### config.mk
export PLATFORM = sky130hd
export DESIGN_NAME = pgm_rcv
export DESIGN_NICKNAME = d
export VERILOG_FILES = /design/src/rtl/pgm_rcv.sv
export SDC_FILE = /design/constraint.sdc
export NUM_CORES = 1
export LEC_CHECK = 0
export BUFFER_PORTS_ARGS = -buffer_cell sky130_fd_sc_hd__buf_4
export CORE_UTILIZATION = 33
export DETAILED_ROUTE_END_ITERATION = 12
export PLACE_DENSITY = 0.54
export SLEW_MARGIN = 10
export SYNTH_ARGS = -nofsm -noshare
export SYNTH_HDL_FRONTEND = slang
export SYNTH_SLANG_ARGS = --single-unit
### constraint.sdc
create_clock -name clk -period 6.2 [get_ports clk]
set_input_delay 0 -clock clk [delete_from_list [all_inputs] [get_ports clk]]
set_output_delay 0 -clock clk [all_outputs]
set_load 0.05 [all_outputs]
### src/rtl/pgm_rcv.sv
// Far-end receiver/checker for the packet generator stream: frame parsing, statistics, latency max.
// Optional payload checking is enabled with `define PGM_RCV_PAYLOAD_CHK_EN.
module pgm_rcv #(
  parameter int unsigned SEQ_LSB  = 32,
  parameter int unsigned TS_LSB   = 0,
  parameter logic [15:0] DRAIN_TO = 16'd1024
) (
  input  logic         clk,
  input  logic         rst_n,
  input  logic [133:0] in_rcv_data,
  input  logic         in_rcv_data_wr,
  input  logic         in_rcv_valid_wr,
  input  logic         in_rcv_valid,
  output logic         out_rcv_alf,
  input  logic         in_sent_start_flag,
  input  logic         in_sent_finish_flag,
  output logic [31:0]  out_pkt_cnt,
  output logic [47:0]  out_byte_cnt,
  output logic [15:0]  out_drop_cnt,
  output logic [15:0]  out_frame_err_cnt,
  output logic [15:0]  out_seq_err_cnt,
  output logic [31:0]  out_lat_max,
  output logic [15:0]  out_pay_err_cnt,
  output logic         out_rcv_busy,
  output logic         out_rcv_done
);

  typedef enum logic [1:0] {IDLE, RUN, DRAIN, DONE} ctl_state_t;
  typedef enum logic [1:0] {F_IDLE, F_PKT, F_WAITV} frm_state_t;

  ctl_state_t r_cstate;
  frm_state_t r_fstate, w_fnext;
  logic [31:0] r_timer, r_seq, r_lat, r_pend, r_exp_seq;
  logic [15:0] r_drain;
  logic        r_busy, r_done;
  logic [31:0] r_pkt_cnt, r_lat_max;
  logic [47:0] r_byte_cnt;
  logic [15:0] r_drop_cnt, r_frame_err_cnt, r_seq_err_cnt;

  logic        w_head, w_mid, w_tail, w_body;
  logic [3:0]  w_inv;
  logic [31:0] w_hd_seq, w_hd_lat, w_tail_bytes;
  logic [31:0] w_pend_nxt, w_res_bytes;
  logic        w_latch, w_err, w_res;
  logic [48:0] w_byte_sum;

  assign w_head       = in_rcv_data_wr && (in_rcv_data[133:132] == 2'b01);
  assign w_mid        = in_rcv_data_wr && (in_rcv_data[133:132] == 2'b11);
  assign w_tail       = in_rcv_data_wr && (in_rcv_data[133:132] == 2'b10);
  assign w_body       = w_mid || w_tail;
  assign w_inv        = in_rcv_data[131:128];
  assign w_hd_seq     = in_rcv_data[SEQ_LSB +: 32];
  // Latency is taken when the head arrives and applied when the packet resolves.
  assign w_hd_lat     = r_timer - in_rcv_data[TS_LSB +: 32];
  assign w_tail_bytes = 32'd16 - {28'd0, w_inv};
  assign w_byte_sum   = {1'b0, r_byte_cnt} + {17'd0, w_res_bytes};

  always_comb begin
    w_fnext     = r_fstate;
    w_pend_nxt  = r_pend;
    w_res_bytes = r_pend;
    w_latch     = 1'b0;
    w_err       = 1'b0;
    w_res       = 1'b0;
    unique case (r_fstate)
      F_IDLE: begin
        if (w_head) begin
          w_latch = 1'b1;
          w_fnext = F_PKT;
        end else if (w_body) w_err = 1'b1;
        if (in_rcv_valid_wr) w_err = 1'b1;
      end
      F_PKT: begin
        if (w_head) begin
          w_err   = 1'b1;
          w_latch = 1'b1;
        end else if (w_mid) begin
          w_pend_nxt = r_pend + 32'd16;
        end else if (w_tail) begin
          w_res_bytes = r_pend + w_tail_bytes;
          w_pend_nxt  = w_res_bytes;
          if (in_rcv_valid_wr) begin
            w_res   = 1'b1;
            w_fnext = F_IDLE;
          end else w_fnext = F_WAITV;
        end
        if (in_rcv_valid_wr && !w_tail) w_err = 1'b1;
      end
      F_WAITV: begin
        // A head without the status strobe abandons the pending packet.
        if (in_rcv_valid_wr) begin
          w_res   = 1'b1;
          w_fnext = F_IDLE;
        end else if (w_head) w_err = 1'b1;
        if (w_head) begin
          w_latch = 1'b1;
          w_fnext = F_PKT;
        end else if (w_body) w_err = 1'b1;
      end
      default: w_fnext = F_IDLE;
    endcase
    if (w_latch) w_pend_nxt = 32'd16;
  end

  always_ff @(posedge clk or negedge rst_n) begin
    if (!rst_n) begin
      r_timer  <= '0;
      r_fstate <= F_IDLE;
      r_pend   <= '0;
      r_seq    <= '0;
      r_lat    <= '0;
    end else begin
      r_timer  <= r_timer + 32'd1;
      r_fstate <= w_fnext;
      r_pend   <= w_pend_nxt;
      if (w_latch) begin
        r_seq <= w_hd_seq;
        r_lat <= w_hd_lat;
      end
    end
  end

  always_ff @(posedge clk or negedge rst_n) begin
    if (!rst_n) begin
      r_cstate <= IDLE;
      r_drain  <= '0;
      r_busy   <= 1'b0;
      r_done   <= 1'b0;
    end else if (in_sent_start_flag) begin
      r_cstate <= RUN;
      r_busy   <= 1'b1;
      r_done   <= 1'b0;
    end else begin
      unique case (r_cstate)
        RUN: if (in_sent_finish_flag) begin
          r_cstate <= DRAIN;
          r_drain  <= DRAIN_TO;
        end
        DRAIN: begin
          if (r_fstate == F_IDLE || r_drain <= 16'd1) begin
            r_cstate <= DONE;
            r_busy   <= 1'b0;
            r_done   <= 1'b1;
          end else r_drain <= r_drain - 16'd1;
        end
        default: ;
      endcase
    end
  end

  always_ff @(posedge clk or negedge rst_n) begin
    if (!rst_n) begin
      r_pkt_cnt       <= '0;
      r_byte_cnt      <= '0;
      r_drop_cnt      <= '0;
      r_frame_err_cnt <= '0;
      r_seq_err_cnt   <= '0;
      r_lat_max       <= '0;
      r_exp_seq       <= '0;
    end else if (in_sent_start_flag) begin
      r_pkt_cnt       <= '0;
      r_byte_cnt      <= '0;
      r_drop_cnt      <= '0;
      r_frame_err_cnt <= '0;
      r_seq_err_cnt   <= '0;
      r_lat_max       <= '0;
      r_exp_seq       <= '0;
    end else if (r_busy) begin
      if (w_err && r_frame_err_cnt != '1) r_frame_err_cnt <= r_frame_err_cnt + 16'd1;
      if (w_res) begin
        if (in_rcv_valid) begin
          if (r_pkt_cnt != '1) r_pkt_cnt <= r_pkt_cnt + 32'd1;
          r_byte_cnt <= w_byte_sum[48] ? '1 : w_byte_sum[47:0];
          if (r_seq != r_exp_seq && r_seq_err_cnt != '1) r_seq_err_cnt <= r_seq_err_cnt + 16'd1;
          r_exp_seq <= r_seq + 32'd1;
          if (r_lat > r_lat_max) r_lat_max <= r_lat;
        end else if (r_drop_cnt != '1) r_drop_cnt <= r_drop_cnt + 16'd1;
      end
    end
  end

`ifdef PGM_RCV_PAYLOAD_CHK_EN
  logic [127:0] w_pay_exp, w_pay_mask;
  logic         w_pay_word_bad, w_pay_bad, r_pay_bad;
  logic [15:0]  r_pay_err_cnt;

  // On the tail only the valid (most-significant) bytes are compared.
  assign w_pay_exp      = {4{r_seq}};
  assign w_pay_mask     = w_tail ? ({128{1'b1}} << {w_inv, 3'b000}) : {128{1'b1}};
  assign w_pay_word_bad = (r_fstate == F_PKT) && w_body &&
                          (|((in_rcv_data[127:0] ^ w_pay_exp) & w_pay_mask));
  assign w_pay_bad      = r_pay_bad || w_pay_word_bad;

  always_ff @(posedge clk or negedge rst_n) begin
    if (!rst_n) begin
      r_pay_bad     <= 1'b0;
      r_pay_err_cnt <= '0;
    end else begin
      r_pay_bad <= w_latch ? 1'b0 : w_pay_bad;
      if (in_sent_start_flag) r_pay_err_cnt <= '0;
      else if (r_busy && w_res && w_pay_bad && r_pay_err_cnt != '1)
        r_pay_err_cnt <= r_pay_err_cnt + 16'd1;
    end
  end

  assign out_pay_err_cnt = r_pay_err_cnt;
`else
  logic w_unused;
  assign w_unused        = ^in_rcv_data[127:0];
  assign out_pay_err_cnt = 16'd0;
`endif

  assign out_rcv_alf       = 1'b0;
  assign out_pkt_cnt       = r_pkt_cnt;
  assign out_byte_cnt      = r_byte_cnt;
  assign out_drop_cnt      = r_drop_cnt;
  assign out_frame_err_cnt = r_frame_err_cnt;
  assign out_seq_err_cnt   = r_seq_err_cnt;
  assign out_lat_max       = r_lat_max;
  assign out_rcv_busy      = r_busy;
  assign out_rcv_done      = r_done;

endmodule
==> flow_metrics.env, run 1 <==
export IMPL_drt_iter0_markers=1106
export IMPL_syn_area_per_cell_um2=8.84
export IMPL_worst_pin_slew_ps=1150
export IMPL_yosys_warnings=0
export IMPL_start_kind="input pin"
export IMPL_path_class="input pin to flip-flop"
export IMPL_setup_slack_ps=819
export IMPL_cts_made_buffers=43
export IMPL_postRouteAntennaNets=0
export IMPL_drc=0
export IMPL_final_area_um2=25600
export IMPL_htreeDepth=2
export IMPL_outcome="finished clean"
export IMPL_rr_startpoint="r_pend[1]"
export IMPL_synth_top_area_share_pct=40.9
export IMPL_register_area_um2=8560
export IMPL_hold_start="in_rcv_data[2]"
export IMPL_wire_per_inst_um=16.6
export IMPL_reg2reg_to="out_byte_cnt[25]"
export IMPL_crit_buf_inv=4
export IMPL_synth_cell_types=82
export IMPL_num_vias=17600
export IMPL_power_total_mw=6.96
export IMPL_fin_cells=3495
export IMPL_cp_data_arrival_time_ps=5790
export IMPL_fillers=6275
export IMPL_crit_fanout=34
export IMPL_dp_cells=3369
export IMPL_hpwlAfterDp_um=41800
export IMPL_setup_viol_count_final=0
export IMPL_ys_ff_latch=342
export IMPL_multi_input_area_um2=11600
export IMPL_r2r_cells=21
export IMPL_max_cap_viol_count=0
export IMPL_rsz0062_at_grt="no"
export IMPL_fin_nets=2888
export IMPL_clock_path_buffers=3
export IMPL_cp_end_kind="flip-flop"
export IMPL_drt_pass1_iter_count=7
export IMPL_insertion_delay_ps=570
export IMPL_skew_ps=20.6
export IMPL_fin_crit_ps=5380
export IMPL_root_buffer="clkbuf_16"
export IMPL_wirelength_um=58000
export IMPL_synth_top_area_cell="dfrtp_1"
export IMPL_antenna_found_initial=1
export IMPL_critPathRequiredTime_ps=6610
export IMPL_cpPeakStageDelay_ps=530
export IMPL_coreArea_um2=62200
export IMPL_gp_congestion=0.902
export IMPL_grt_max_degree=157
export IMPL_worstHoldEndpoint="r_lat[2]"
export IMPL_hold_path_class="input pin to flip-flop"
export IMPL_critPathMostFrequentCell="a21o_1"
export IMPL_synthFlopType="dfrtp_1"
export IMPL_peakVddDrop_v=0.000215
export IMPL_leakagePower_nw=11.9
export IMPL_antenna_cells=0
export IMPL_finalCritPeriodShare_pct=86.8
export IMPL_grt_pass1_wl_um=93300
export IMPL_synth_edff_count=0
export IMPL_rows=91
export IMPL_cts_tree="yes"
export IMPL_critPathSlowestCell="dlygate4sd3_1"
export IMPL_clk_pin_slew_worst_paths_ps=60
export IMPL_ff2ff_setup_slack_ps=830
export IMPL_grtUsageTotal_pct=18.0
export IMPL_setup_tns_ps=0
export IMPL_drive_above_1_share_pct=13.6
export IMPL_synth_cells=2368
export IMPL_min_path_cells=5
export IMPL_cts_sinks=342
export IMPL_crit_family="compound AO/OA/AOI/OAI gates"
export IMPL_io_buffers=238
export IMPL_cts_setup_buffers=0
export IMPL_fin_util_pct=41.1
export IMPL_design_die_area_um2=64500
export IMPL_via_per_inst=5.03
export IMPL_yosysSeqAreaShare_pct=40.9
export IMPL_slew_headroom_pct=23.0
export IMPL_dpl_cell_area_um2=23500
export IMPL_pin_count=320
export IMPL_fmax_mhz=186
export IMPL_syn_area_um2=20900
export IMPL_maxSlewViolCount=0
export IMPL_grt_pass1_vias=17200
export IMPL_cts_resized=0
export IMPL_power_density_nw_per_um2=272
export IMPL_start_util_pct=33.7
export IMPL_gr_total_overflow=0
export IMPL_pre_cts_ws_ps=812
export IMPL_die_y_um=254
export IMPL_die_x_um=254
export IMPL_ys_async_sr_fraction_pct=100
export IMPL_synthTopCellsByArea="dfrtp_1 (41%), ha_1 (7.0%), xor2_1 (6.6%)"
export IMPL_hold_viol=0
export IMPL_area_growth_pct=22.1
export IMPL_holdWs_ps=31.6
worst max-delay path by stage:
| stage | from | end | cells past startpoint |
|---|---|---|---|
| 2_1_floorplan | r_pend[1] | out_byte_cnt[45] | 22 |
| 3_3_place_gp | in_rcv_data[128] | out_byte_cnt[28] | 24 |
| 3_5_place_dp | in_rcv_data[128] | out_byte_cnt[13] | 24 |
| 4_1_cts | r_pend[1] | out_byte_cnt[13] | 21 |
| 5_1_grt | r_pend[1] | out_byte_cnt[26] | 21 |
| 6_report | in_rcv_data[128] | out_byte_cnt[25] | 25 |
logic make-up (layout without fill, tap and decap cells):
kind of cell / after synthesis / count (layout) / share of synthesized area (%)
buf+inv: 206 / 480 / 4.16
flops: 342 / 342 / 40.9
compound gates: 458 / 458 / 14.2
other cells: 1 / 17 / 0.0179
mux: 40 / 40 / 1.92
fa+ha+maj: 120 / 120 / 7.28
xor+xnor: 255 / 255 / 10.7
simple gates: 946 / 946 / 20.9
flip-flops by register name, summed over array words and instances (netlist names), 32 cells and up:
| register | count |
|---|---|
| r_exp_seq | 32 |
| out_byte_cnt | 48 |
| r_pend | 32 |
| r_lat | 32 |
| out_pkt_cnt | 32 |
| r_timer | 32 |
| r_seq | 32 |
| out_lat_max | 32 |
layout make-up:
cell class	instances	area share (%)
inverter	100	1.47
tap	837	4.10
sequential	342	33.5
clock buffer	56	4.84
timing repair buffer	304	9.56
clock inverter	20	1.25
multi-input combinational	1836	45.3
cell usage after synthesis (10+ instances only):
master    count
nand2b_1     14
a211oi_1     39
o21a_1       14
or3_1        20
xnor2_1      96
nor2_1      288
ha_1        117
buf_2        10
dfrtp_1     342
mux2i_1      39
nand3_1      71
nand4_1      50
o22ai_1      12
a21oi_1     105
and3_1       46
and2_1       11
nor3_1       42
nand2_1     325
clkbuf_1     72
a21o_1       49
and4_1       14
buf_4        18
xor2_1      159
o21ai_0     124
inv_1       100
nor2b_1      19
o31ai_1      14
a31oi_1      18
a311oi_1     27
nor4_1       18
where the power goes:
group | total (mW) | switching (mW) | internal (mW)
Combinational | 1.50 | 0.898 | 0.602
Sequential | 2.69 | 0.252 | 2.44
Clock | 2.77 | 1.03 | 1.74
Total | 6.96 | 2.18 | 4.78
tightest hold or removal path, stage by stage:
cell and delay, ps:
buf_4 110, inv_1 40, ha_1 180, xor2_1 80
o21ai_0 150
what timing repair did:
item,in CTS,in global routing
hold buffers,50,0
endpoints found under the hold margin,229,0
setup endpoints to repair,0,0
routing by layer:
layer,global-route usage [%],part of all wire (%)
met1,24.3,47
met2,28.3,45
met3,3.99,6.0
met4,5.59,2.5
met5,0,0.022
layout by cell type, fill, tap and decap left out, drive strengths merged, types with 56 or more instances in the layout:
| cell | count |
|---|---|
| nand3 | 71 |
| xnor2 | 96 |
| inv | 102 |
| dfrtp | 342 |
| nor2 | 289 |
| clkbuf | 56 |
| nand2 | 326 |
| xor2 | 159 |
| o21ai | 129 |
| a21oi | 106 |
| buf | 254 |
| ha | 117 |
Power figures use the tool's default switching activity.
==> run 2: changes to the inputs <==
--- a/config.mk
+++ b/config.mk
@@ -6,9 +6,10 @@
 export NUM_CORES = 1
 export LEC_CHECK = 0
 export BUFFER_PORTS_ARGS = -buffer_cell sky130_fd_sc_hd__buf_4
+export CORE_ASPECT_RATIO = 0.6
 export CORE_UTILIZATION = 33
 export DETAILED_ROUTE_END_ITERATION = 12
-export PLACE_DENSITY = 0.54
+export GPL_TIMING_DRIVEN = 0
 export SLEW_MARGIN = 10
 export SYNTH_ARGS = -nofsm -noshare
 export SYNTH_HDL_FRONTEND = slang
==> run 2 against run 1 <==
Maximum frequency down 7.4%. Total power down 3.7%. Sequential share of layout area down 0.20 points. Utilization down 0.12 points. Global-route usage up 2.5 points. Cell count up 2.4%. Combinational power up 7%. Clock skew up 3.7 ps. Non-clock buffer count up 88.
==> flow_metrics.env, run 2 (synthesis gave the netlist of run 1 again) <==
export IMPL_power_density_nw_per_um2=260
export IMPL_io_buffers=237
export IMPL_wire_per_inst_um=18.6
export IMPL_postRouteAntennaNets=0
export IMPL_power_frac_clock_pct=36.1
export IMPL_cts_tree="yes"
export IMPL_grt_max_degree=107
export IMPL_pre_cts_ws_ps=265
export IMPL_min_path_cells=5
export IMPL_critPathSlowestCell="nor3_1"
export IMPL_rows=71
export IMPL_slew_headroom_pct=25.3
export IMPL_maxSlewViolCount=0
export IMPL_setup_tns_ps=0
export IMPL_grt_pass1_vias=17800
export IMPL_antenna_cells=0
export IMPL_htreeDepth=2
export IMPL_peakVddDrop_v=0.000189
export IMPL_area_growth_pct=22.8
export IMPL_power_total_mw=6.70
export IMPL_worst_pin_slew_ps=1120
export IMPL_dp_cells=3463
export IMPL_root_buffer="clkbuf_16"
export IMPL_pin_count=320
export IMPL_fin_cells=3578
export IMPL_start_kind="input pin"
export IMPL_die_x_um=327
export IMPL_rsz0062_at_grt="no"
export IMPL_max_cap_viol_count=0
export IMPL_die_y_um=197
export IMPL_drt_pass1_iter_count=6
export IMPL_start_util_pct=33.4
export IMPL_gp_congestion=0.939
export IMPL_setup_viol_count_final=0
export IMPL_hpwlAfterDp_um=50600
export IMPL_r2r_cells=22
export IMPL_outcome="finished clean"
export IMPL_setup_slack_ps=386
export IMPL_grt_pass1_wl_um=104000
export IMPL_p_switching_mw=2.22
export IMPL_critPathRequiredTime_ps=6600
export IMPL_cpPeakStageDelay_ps=570
export IMPL_cts_sinks=342
export IMPL_path_class="input pin to flip-flop"
export IMPL_holdWs_ps=23.3
export IMPL_largest_register_ffs=48
export IMPL_drc=0
export IMPL_intPower_mw=4.48
export IMPL_cts_made_buffers=39
export IMPL_via_per_inst=5.18
export IMPL_crit_fanout=10
export IMPL_insertion_delay_ps=560
export IMPL_skew_ps=24.4
export IMPL_fin_crit_ps=5810
export IMPL_fmax_mhz=172
export IMPL_gr_total_overflow=0
export IMPL_drt_iter0_markers=1470
export IMPL_leakagePower_nw=12.0
export IMPL_final_common_cell="dfrtp_1"
export IMPL_netSwitchingFraction_pct=33.2
export IMPL_cts_setup_buffers=0
export IMPL_coreArea_um2=62700
export IMPL_hold_path_class="input pin to flip-flop"
export IMPL_grtUsageTotal_pct=20.5
export IMPL_clk_pin_slew_worst_paths_ps=60
export IMPL_cp_data_arrival_time_ps=6220
export IMPL_critPathMostFrequentCell="a21o_1"
export IMPL_cp_end_kind="flip-flop"
export IMPL_num_vias=18500
export IMPL_combPwrFrac_pct=23.8
export IMPL_wirelength_um=66600
export IMPL_p_seq_share_pct=40.0
export IMPL_finalCritPeriodShare_pct=93.8
export IMPL_fin_nets=2972
export IMPL_drive_above_1_share_pct=13.5
export IMPL_antenna_found_initial=1
export IMPL_design_die_area_um2=64500
export IMPL_clock_path_buffers=3
export IMPL_hold_viol=0
export IMPL_mostFrequentLayoutCells="dfrtp_1 (342), nand2_1 (325), nor2_1 (288)"
-- run 2: worst paths after layout --
kind | end | slack (ps) | from
max | out_byte_cnt[25] | 390 | in_rcv_data[128]
min | r_lat[30] | 20 | in_rcv_data[30]
max reg2reg | out_byte_cnt[25] | 400 | r_pend[1]
min reg2reg | r_timer[31] | 490 | r_timer[31]
max in group asynchronous | r_timer[0] | 4440 | rst_n
min in group asynchronous | r_drain[2] | 440 | rst_n
-- run 2: per-layer routing --
layer  vias up  share of wire, %  GRT usage [%]
li1       8882                 -              -
met2       520                42           29.8
met3        58               6.7           4.40
met5         -                 0              0
met4         0               1.1           3.36
met1      9088                50           31.1
-- run 2: area by class of cell --
class	instances	area [µm²]
plain buffers	106	497
clock buffers	56	1160
clock inverters	13	159
fillers	6303	37000
inverters	100	375
multi-input cells	1836	11600
flip-flops and latches	342	8560
well taps	839	1050
repair buffers	286	2340
-- run 2: power by group through the flow --
stage | logic (mW) | registers (mW) | clock network, mW
finish | 1.60 | 2.68 | 2.42
global route | 1.78 | 2.71 | 2.57
CTS | 1.59 | 2.68 | 2.48
detailed placement | 1.54 | 2.72 | 0
global placement | 1.50 | 2.70 | 0
floorplan | 0.994 | 2.74 | 0
-- run 2: repair_timing --
item,4_1_cts,5_1_grt
hold buffers,46,0
gates resized for setup,0,1
hold endpoints to repair,286,0
endpoints found under the setup margin,0,36
-- run 2: per-stage QoR --
step	utilization, %	cell area, µm²
2_1_floorplan	-	21000
3_3_place_gp	38.0	23800
3_5_place_dp	38.2	23900
4_1_cts	41.0	25700
5_1_grt	41.0	25700
6_report	41.0	25700
-- run 2: critical path, delay by kind of cell --
family                   cells  cell delay (ps)
adder cells (fa/ha/maj)      3             1010
AND/OR/NAND/NOR              6             1550
buffers and inverters        5             1010
XOR/XNOR                     1              390
AO/OA/AOI/OAI               11             2250
==> run 3: changes to the inputs <==
--- a/config.mk
+++ b/config.mk
@@ -7,9 +7,10 @@
 export LEC_CHECK = 0
 export BUFFER_PORTS_ARGS = -buffer_cell sky130_fd_sc_hd__buf_4
 export CORE_ASPECT_RATIO = 0.6
-export CORE_UTILIZATION = 33
+export CORE_UTILIZATION = 34
 export DETAILED_ROUTE_END_ITERATION = 12
 export GPL_TIMING_DRIVEN = 0
+export PLACE_DENSITY = 0.5
 export SLEW_MARGIN = 10
 export SYNTH_ARGS = -nofsm -noshare
 export SYNTH_HDL_FRONTEND = slang
==> run 3 against run 2 <==
Utilization rose by 1.5 points. Sequential cell count did not move. Cell area rose by 0.51%. Via count fell by 1.9%. Clock power rose by 9.5%. Critical path depth fell by 3. Die area fell by 2.9%. Wire length fell by 0.31%. Clock-buffer cell count fell by 1. Clock skew barely moved. Cell count fell by 0.22%.
==> flow_metrics.env, run 3 (synthesis gave the netlist of run 1 again) <==
export IMPL_num_vias=18200
export IMPL_postRouteAntennaNets=0
export IMPL_setup_slack_ps=469
export IMPL_ff2ff_setup_slack_ps=560
export IMPL_die_y_um=194
export IMPL_cp_data_arrival_time_ps=6120
export IMPL_cp_end_kind="flip-flop"
export IMPL_peakVddDrop_v=0.000169
export IMPL_hold_viol=0
export IMPL_fin_util_pct=42.5
export IMPL_hold_path_class="input pin to asynchronous set/reset pin"
export IMPL_fin_nets=2973
export IMPL_slew_headroom_pct=17.5
export IMPL_drt_pass1_iter_count=5
export IMPL_intPower_mw=4.67
export IMPL_grt_pass1_vias=17400
export IMPL_p_seq_share_pct=38.9
export IMPL_setup_viol_count_final=0
export IMPL_reg2reg_to="out_byte_cnt[44]"
export IMPL_clock_path_buffers=3
export IMPL_worst_pin_slew_ps=1240
export IMPL_pre_cts_ws_ps=243
export IMPL_rr_startpoint="r_pend[0]"
export IMPL_hpwlAfterDp_um=50100
export IMPL_maxSlewViolCount=0
export IMPL_final_common_cell="dfrtp_1"
export IMPL_pin_count=320
export IMPL_setup_tns_ps=0
export IMPL_netSwitchingFraction_pct=32.7
export IMPL_io_buffers=237
export IMPL_coreArea_um2=60900
export IMPL_antenna_cells=0
export IMPL_cts_made_buffers=39
export IMPL_path_class="input pin to flip-flop"
export IMPL_root_buffer="clkbuf_16"
export IMPL_grtUsageTotal_pct=20.9
export IMPL_cts_tree="yes"
export IMPL_antenna_found_initial=0
export IMPL_grt_max_degree=85
export IMPL_die_x_um=322
export IMPL_critPathRequiredTime_ps=6590
export IMPL_crit_fanout=9
export IMPL_power_total_mw=6.93
export IMPL_holdWs_ps=36.9
export IMPL_rows=70
export IMPL_wirelength_um=66400
export IMPL_cts_sinks=342
export IMPL_largest_register_ffs=48
export IMPL_leakagePower_nw=12.1
export IMPL_start_util_pct=34.4
export IMPL_wire_per_inst_um=18.6
export IMPL_htreeDepth=2
export IMPL_fin_crit_ps=5730
export IMPL_gp_congestion=0.870
export IMPL_fmax_mhz=174
export IMPL_drt_iter0_markers=1448
export IMPL_max_cap_viol_count=0
export IMPL_drive_above_1_share_pct=13.6
export IMPL_area_growth_pct=23.4
export IMPL_start_kind="input pin"
export IMPL_via_per_inst=5.10
export IMPL_rsz0062_at_grt="no"
export IMPL_design_die_area_um2=62600
export IMPL_power_frac_clock_pct=38.2
export IMPL_outcome="finished clean"
export IMPL_gr_total_overflow=0
export IMPL_skew_ps=24.1
export IMPL_combPwrFrac_pct=22.9
export IMPL_drc=0
export IMPL_insertion_delay_ps=560
export IMPL_p_switching_mw=2.26
export IMPL_finalCritPeriodShare_pct=92.4
export IMPL_power_density_nw_per_um2=268
export IMPL_grt_pass1_wl_um=103000
export IMPL_mostFrequentLayoutCells="dfrtp_1 (342), nand2_1 (325), nor2_1 (288)"
export IMPL_clk_pin_slew_worst_paths_ps=60
export IMPL_r2r_cells=19
-- run 3: cell count changes in the layout (fill, tap and decap cells not counted), sizes merged --
cell,before,now
bufinv,3,8
clkinv,9,6
buf,275,277
clkbuf,128,127
clkinvlp,0,1
dlygate4sd3,45,44
-- run 3: how the worst max path moves through the flow --
stage | startpoint | endpoint | slack [ps] | cells past startpoint
2_1_floorplan | r_pend[1] | out_byte_cnt[45] | 1680 | 22
3_3_place_gp | in_rcv_data[128] | out_byte_cnt[44] | 360 | 23
3_5_place_dp | in_rcv_data[128] | out_byte_cnt[44] | 240 | 23
4_1_cts | in_rcv_data[128] | out_byte_cnt[44] | 250 | 24
5_1_grt | in_rcv_data[128] | out_byte_cnt[44] | 40 | 24
6_report | in_rcv_data[128] | out_byte_cnt[44] | 470 | 23
-- run 3: timing repair --
item | CTS | global route
setup buffers | 0 | 0
endpoints found under the hold margin | 325 | 0
endpoints found under the setup margin | 0 | 47
hold buffers | 45 | 0
resized for setup | 0 | 1
-- run 3: critical path: stages --
cell and delay, ps:
dlygate4sd3_1 530, buf_4 130, inv_1 40, ha_1 210
xnor2_1 180, ha_1 350, nand3_1 80, nand2_1 130
a21oi_1 110, nor4_1 320, nand4_1 260, nor3_1 720
xor2_1 290, ha_1 380, clkbuf_1 290, nand4_1 220
o31ai_2 450, o31a_2 270, a41oi_2 210, nor2_1 500
nand4_1 190, xor2_1 160, a21oi_1 80
-- run 3: routing by layer --
metal / vias to the layer above / GRT usage, % / wire length (µm)
met5: - / 0 / 0
met4: 0 / 3.97 / 1030
met3: 65 / 4.78 / 4300
met2: 428 / 29.4 / 26900
met1: 8823 / 32.4 / 34200
li1: 8880 / - / -
-- run 3: cell type report --
| cell class | instances | area (µm²) |
|---|---|---|
| clock buffers | 55 | 1140 |
| clock inverters | 16 | 298 |
| flip-flops and latches | 342 | 8560 |
| plain buffers | 106 | 497 |
| well taps | 828 | 1040 |
| fillers | 6080 | 35000 |
| multi-input cells | 1836 | 11600 |
| inverters | 100 | 375 |
| repair buffers | 287 | 2370 |
-- run 3: per-stage QoR --
stage,cell area [µm²],cells
final,25900,3570
after global routing,25900,3570
after CTS,25800,3570
after detailed placement,24000,3454
after global placement,23800,3449
after floorplan,21000,2384
-- run 3: power by group through the flow --
| stage | sequential [mW] | clock (mW) | combinational, mW |
|---|---|---|---|
| global placement | 2.72 | 0 | 1.52 |
| finish | 2.69 | 2.65 | 1.59 |
| detailed placement | 2.73 | 0 | 1.55 |
| global route | 2.72 | 2.80 | 1.78 |
| floorplan | 2.74 | 0 | 0.994 |
| CTS | 2.69 | 2.71 | 1.59 |
